[config.mk]
export PLATFORM = sky130hd
export DESIGN_NAME = rf8x32_write_port
export DESIGN_NICKNAME = d
export VERILOG_FILES = /design/src/rtl/rf_pkg.sv /design/src/rtl/rf8x32_write_port_3to8_decoder.sv /design/src/rtl/rf8x32_write_port.sv
export SDC_FILE = /design/constraint.sdc
export NUM_CORES = 1
export LEC_CHECK = 0
export ABC_AREA = 1
export BUFFER_PORTS_ARGS = -buffer_cell sky130_fd_sc_hd__clkbuf_2
export CORE_UTILIZATION = 51
export CTS_BUF_LIST = sky130_fd_sc_hd__clkbuf_16
export CTS_CLUSTER_DIAMETER = 60
export DETAILED_ROUTE_END_ITERATION = 12
export PLACE_DENSITY_LB_ADDON = 0.25
export SYNTH_ARGS = -nofsm -noshare
export SYNTH_HDL_FRONTEND = slang
export SYNTH_SLANG_ARGS = --single-unit
[constraint.sdc]
create_clock -name clk -period 1.8 [get_ports clk]
set_input_delay 0.09 -clock clk [delete_from_list [all_inputs] [get_ports clk]]
set_output_delay 0.09 -clock clk [all_outputs]
set_load 0.05 [all_outputs]
[src/rtl/rf_pkg.sv]
// Shared register-file constants and write-port FSM state type.
package rf_pkg;
    localparam int NUM_REGS = 8;
    localparam int ADDR_W   = 3;
    localparam int DATA_W   = 32;

    typedef enum logic {
        IDLE  = 1'b0,
        CLEAR = 1'b1
    } state_t;
endpackage

[src/rtl/rf8x32_write_port_3to8_decoder.sv]
// One-hot register select from a 3-bit index; all zeros when not enabled.
module rf8x32_write_port_3to8_decoder (
    input  logic [2:0] addr,
    input  logic       en,
    output logic [7:0] sel
);
    always_comb begin
        sel = '0;
        if (en) begin
            sel[addr] = 1'b1;
        end
    end
endmodule

[src/rtl/rf8x32_write_port.sv]
// Write side of the 8x32 register file: byte-masked writes, 8-cycle sequential clear.
// Writes appear on q one cycle after acceptance; ready drops for the whole clear sequence.
module rf8x32_write_port #(
    parameter int DATA_W   = 32,
    parameter int NUM_REGS = 8,
    parameter int CNT_W    = 8
) (
    input  logic                          clk,
    input  logic                          reset,
    input  logic                          we,
    input  logic [rf_pkg::ADDR_W-1:0]     wAddr,
    input  logic [DATA_W-1:0]             wData,
    input  logic [DATA_W/8-1:0]           wMask,
    input  logic                          clr,
    output logic                          ready,
    output logic                          busy,
    output logic [DATA_W-1:0]             q0,
    output logic [DATA_W-1:0]             q1,
    output logic [DATA_W-1:0]             q2,
    output logic [DATA_W-1:0]             q3,
    output logic [DATA_W-1:0]             q4,
    output logic [DATA_W-1:0]             q5,
    output logic [DATA_W-1:0]             q6,
    output logic [DATA_W-1:0]             q7,
    output logic [CNT_W-1:0]              wr_cnt
);
    import rf_pkg::*;

    state_t                   state;
    logic [ADDR_W-1:0]        clr_ptr;
    logic [DATA_W-1:0]        regs [NUM_REGS];
    logic [7:0]               wr_sel;
    logic [7:0]               clr_sel;
    logic                     wr_accept;

    assign ready = (state == IDLE);
    assign busy  = (state == CLEAR);

    // A clear request in the same cycle as a write wins; the write is dropped.
    assign wr_accept = we & ready & ~clr;

    rf8x32_write_port_3to8_decoder u_wr_dec (
        .addr (wAddr),
        .en   (wr_accept),
        .sel  (wr_sel)
    );

    rf8x32_write_port_3to8_decoder u_clr_dec (
        .addr (clr_ptr),
        .en   (busy),
        .sel  (clr_sel)
    );

    always_ff @(posedge clk) begin
        if (reset) begin
            state   <= IDLE;
            clr_ptr <= '0;
            wr_cnt  <= '0;
            for (int i = 0; i < NUM_REGS; i++) begin
                regs[i] <= '0;
            end
        end else begin
            case (state)
                IDLE: begin
                    if (clr) begin
                        state   <= CLEAR;
                        clr_ptr <= '0;
                    end else if (we) begin
                        wr_cnt <= wr_cnt + 1'b1;
                    end
                end
                CLEAR: begin
                    clr_ptr <= clr_ptr + 1'b1;
                    if (clr_ptr == ADDR_W'(NUM_REGS - 1)) begin
                        state <= IDLE;
                    end
                end
                default: state <= IDLE;
            endcase

            for (int i = 0; i < NUM_REGS; i++) begin
                if (clr_sel[i]) begin
                    regs[i] <= '0;
                end else if (wr_sel[i]) begin
                    for (int b = 0; b < DATA_W / 8; b++) begin
                        if (wMask[b]) begin
                            regs[i][8*b +: 8] <= wData[8*b +: 8];
                        end
                    end
                end
            end
        end
    end

    assign q0 = regs[0];
    assign q1 = regs[1];
    assign q2 = regs[2];
    assign q3 = regs[3];
    assign q4 = regs[4];
    assign q5 = regs[5];
    assign q6 = regs[6];
    assign q7 = regs[7];
endmodule

==> impl_metrics.csv <==
group,metric,value,unit
run_status,status,"complete, no violations",
pwr,pwr_density_cell,1070,nW/um2
logic_synthesis,synth_xor_xnor_area_share,0.0852,%
final_layout,nNetsFinal,1151,
die,core-area,19600,um2
pwr,pwr-share-comb,12.2,%
place,place_ws,-167,ps
job,maxCapViolCount,0,
logic_synthesis,synth_seq_cells,268,
logic_synthesis,synth_common_cells,"nor2_1, edfxtp_1, nand2_1",
critical_path,worstPathArrival,1910,ps
die,io-pin-count,309,
logic_synthesis,synthTopCellsByArea,"edfxtp_1, nor2_1, nand3_4, dfxtp_1, nand2_1",
routing,drt_iter0_drc,370,
logic_synthesis,synth_most_common_cell,"nor2_1",
logic_synthesis,ys.flop_type,"edfxtp_1",
global_route,grt_remaining_overflow,0,
critical_path,crit_path_start_kind,"register",
logic_synthesis,synth_area,10300,um2
cts,clk-insertion-delay-late,510,ps
pwr,power,14.3,mW
critical_path,endpoint,"regs[0][32]",
place,dp_hpwl,19.0,mm
global_route,grt_pass1_vias,6521,
routing,wl_met1,10.8,mm
cts,cts_setup_buffers,0,
critical_path,path_max_fanout,8,
logic_synthesis,synth_simple_gate_area_share,19.5,%
logic_synthesis,synth-edff-count,256,
logic_synthesis,synth.distinct_cells,27,
global_route,grt_max_degree,15,
place,place.port_buffers,308,
pwr,vdd_drop_max,0.000788,V
die,placementRows,51,
sta,finalHoldViolCount,0,
critical_path,path_cells,"nor2_1 > a21oi_2 > nand2_2",
logic_synthesis,synth_top_area_share,74.8,%
pwr,p_clk_share,37.6,%
final_layout,area_delta_synth_final,30.4,%
routing,drt_wl_total,26.0,mm
pwr,p_sw,3.81,mW
die,die_w,144,um
routing,avgRoutedWirePerCell,18.7,um
cts,clock-sinks,268,
sta,worst_pin_slew,643,ps
cts,cts_tree,"done",
sta,final_max_slew_viol_count,0,
global_route,track_usage,24.8,%
critical_path,required,2020,ps
global_route,grt_first_pass_wirelength,37.6,mm
critical_path,crit_start,"clr_ptr[1]",
logic_synthesis,synthArstFlopShare,0,%
logic_synthesis,synth_compound_area_share,0.864,%
cts,numCtsBuffers,27,
pwr,switching_share,26.6,%
critical_path,worst-path-stages,3,
critical_path,endpoint_kind,"register",
routing,met2_length,12.8,mm
pwr,p_int,10.5,mW
critical_path,worstReg2RegEnd,"regs[0][32]",
logic_synthesis,synth_nets,778,
hold_path,holdCritPathClass,"input port to register",
critical_path,worst-path-buf-inv,0,
routing,drtPass1Iterations,5,
critical_path,r2r_slack,110,ps
routing,vias,6923,
sta,min_period,1690,ps
pwr,seqPwrFrac,50.2,%
die,start_util,52.5,%
logic_synthesis,synth.avg_cell_area,14.0,um2
sta,clock_skew,6.48,ps
critical_path,r2r-start,"clr_ptr[1]",
global_route,antenna_found_initial,0,
logic_synthesis,synth_top_area_cell,"edfxtp_1",
sta,fin_crit_sh,94.0,%
logic_synthesis,synthAdderAreaFrac,0.365,%
sta,finalSetupViolCount,0,
logic_synthesis,synth_top_family_by_area,"simple AND/OR/NAND/NOR gates",
cts,clkTransAtPathRegs,60,ps
critical_path,critPathKind,"register to register",
pwr,static-leakage-power,6.15,nW
critical_path,r2r_cells,3,
die,dieArea,20700,um2
logic_synthesis,ys_seq_area_share,77.1,%
logic_synthesis,synthMuxAreaShare,0,%
routing,met3WireLength,1.78,mm
final_layout,drive_gt1_share,42.3,%
critical_path,crit_slowest_cell,"a21oi_2",
logic_synthesis,yosysWarnings,0,
final_layout,insertedDiodeCount,0,
cts,cts_root_buffer,"clkbuf_16",
sta,slew_headroom,57.0,%
critical_path,slowest_delay,500,ps
routing,topRoutingLayerUsed,"met4",
routing,drc,0,
critical_path,crit_family,"compound AO/OA/AOI/OAI gates",
place,gp_congestion,0.819,
sta,fmax,591,MHz
cts,cts.path.max_buffers,3,
sta,setup_ws,109,ps
logic_synthesis,netlist_instances,732,
cts,htreeDepth,1,
die,die-height,144,um
routing,viasPerCell,4.98,
sta,rsz0062_at_grt,"true",
routing,drtAntennaViolNets,0,
-- what timing repair did --
| item | in CTS | in global routing |
|---|---|---|
| hold buffers | 2 | 0 |
| endpoints found under the hold margin | 4 | 0 |
| pin swaps | 0 | 0 |
| gates resized for setup | 7 | 13 |
| endpoints found under the setup margin | 163 | 106 |
-- worst min path at each step --
| stage | from | end | slack [ps] | cells past startpoint |
|---|---|---|---|---|
| after floorplan | clr | clr_ptr[2] | 260 | 3 |
| after global placement | we | wr_cnt[0] | 490 | 3 |
| after detailed placement | we | wr_cnt[0] | 490 | 3 |
| after CTS | wData[2] | regs[0][98] | 20 | 3 |
| after global routing | wData[2] | regs[1][66] | 50 | 3 |
| final | wData[2] | regs[0][98] | 30 | 3 |
-- flip-flops by register name, summed over array words and instances (netlist names) --
name	count
regs	256
busy	1
clr_ptr	3
wr_cnt	8
-- power by group through the flow --
stage	Clock [mW]	Sequential (mW)	Combinational, mW
finish	5.38	7.18	1.75
floorplan	0	8.23	0.318
global placement	0	7.31	1.72
CTS	5.43	7.18	1.75
detailed placement	0	7.31	1.74
global route	5.67	7.20	1.82
-- worst register-to-register path: stages (launching register included) --
cell and delay (ps):
dfxtp_1 480, nor2_1 150, a21oi_2 500, nand2_2 270
-- layout make-up --
class	count	area, um2
multi-input cells	409	2250
inverters	52	198
flip-flops and latches	268	7930
well taps	265	332
fillers	1414	6190
repair buffers	347	1840
clock buffers	27	676
clock inverters	22	178
-- cells in the final DEF, fill, tap and decap left out, types with 2 or more instances in the layout --
cell type,netlist,layout
a21oi_2,1,5
nand2_2,6,37
dfxtp_1,12,11
ha_1,3,3
nand2_1,59,27
edfxtp_1,256,256
nand3_4,18,18
nor2_8,7,7
nand3_1,3,3
nand2_4,11,12
clkinv_1,1,6
clkinv_4,0,2
nor3_4,2,2
nor2_1,274,272
dlygate4sd3_1,0,2
o21ai_0,3,3
nand4_1,2,2
clkinv_2,0,5
clkbuf_2,0,308
buf_4,1,37
bufinv_16,0,3
nor2_2,2,4
nor2_4,4,4
clkbuf_16,0,27
inv_1,49,56
a21oi_1,9,5
-- cell families (layout without fill, tap and decap cells) --
family          after synthesis  in the layout
compound gates               16             16
xor+xnor                      1              1
flops                       268            268
fa+ha+maj                     3              3
simple gates                389            389
buf+inv                      55            448
-- layer usage --
metal	GRT usage [%]	up-vias
met5	0	-
met4	7.95	0
met3	4.50	44
met2	40.7	292
met1	33.6	3347
li1	-	3240
-- metrics by stage --
stage	hold slack, ps	instances	area (um2)	TNS, ps	utilization [%]
2_1_floorplan	265	732	10300	-1840	-
3_3_place_gp	488	1339	12500	-10440	63.6
3_5_place_dp	494	1339	12500	-16460	63.6
4_1_cts	22.8	1390	13400	0	68.2
5_1_grt	45.3	1390	13400	-65.3	68.4
6_report	34.2	1390	13400	0	68.4
Note: power is estimated with default switching activity, not from simulation.
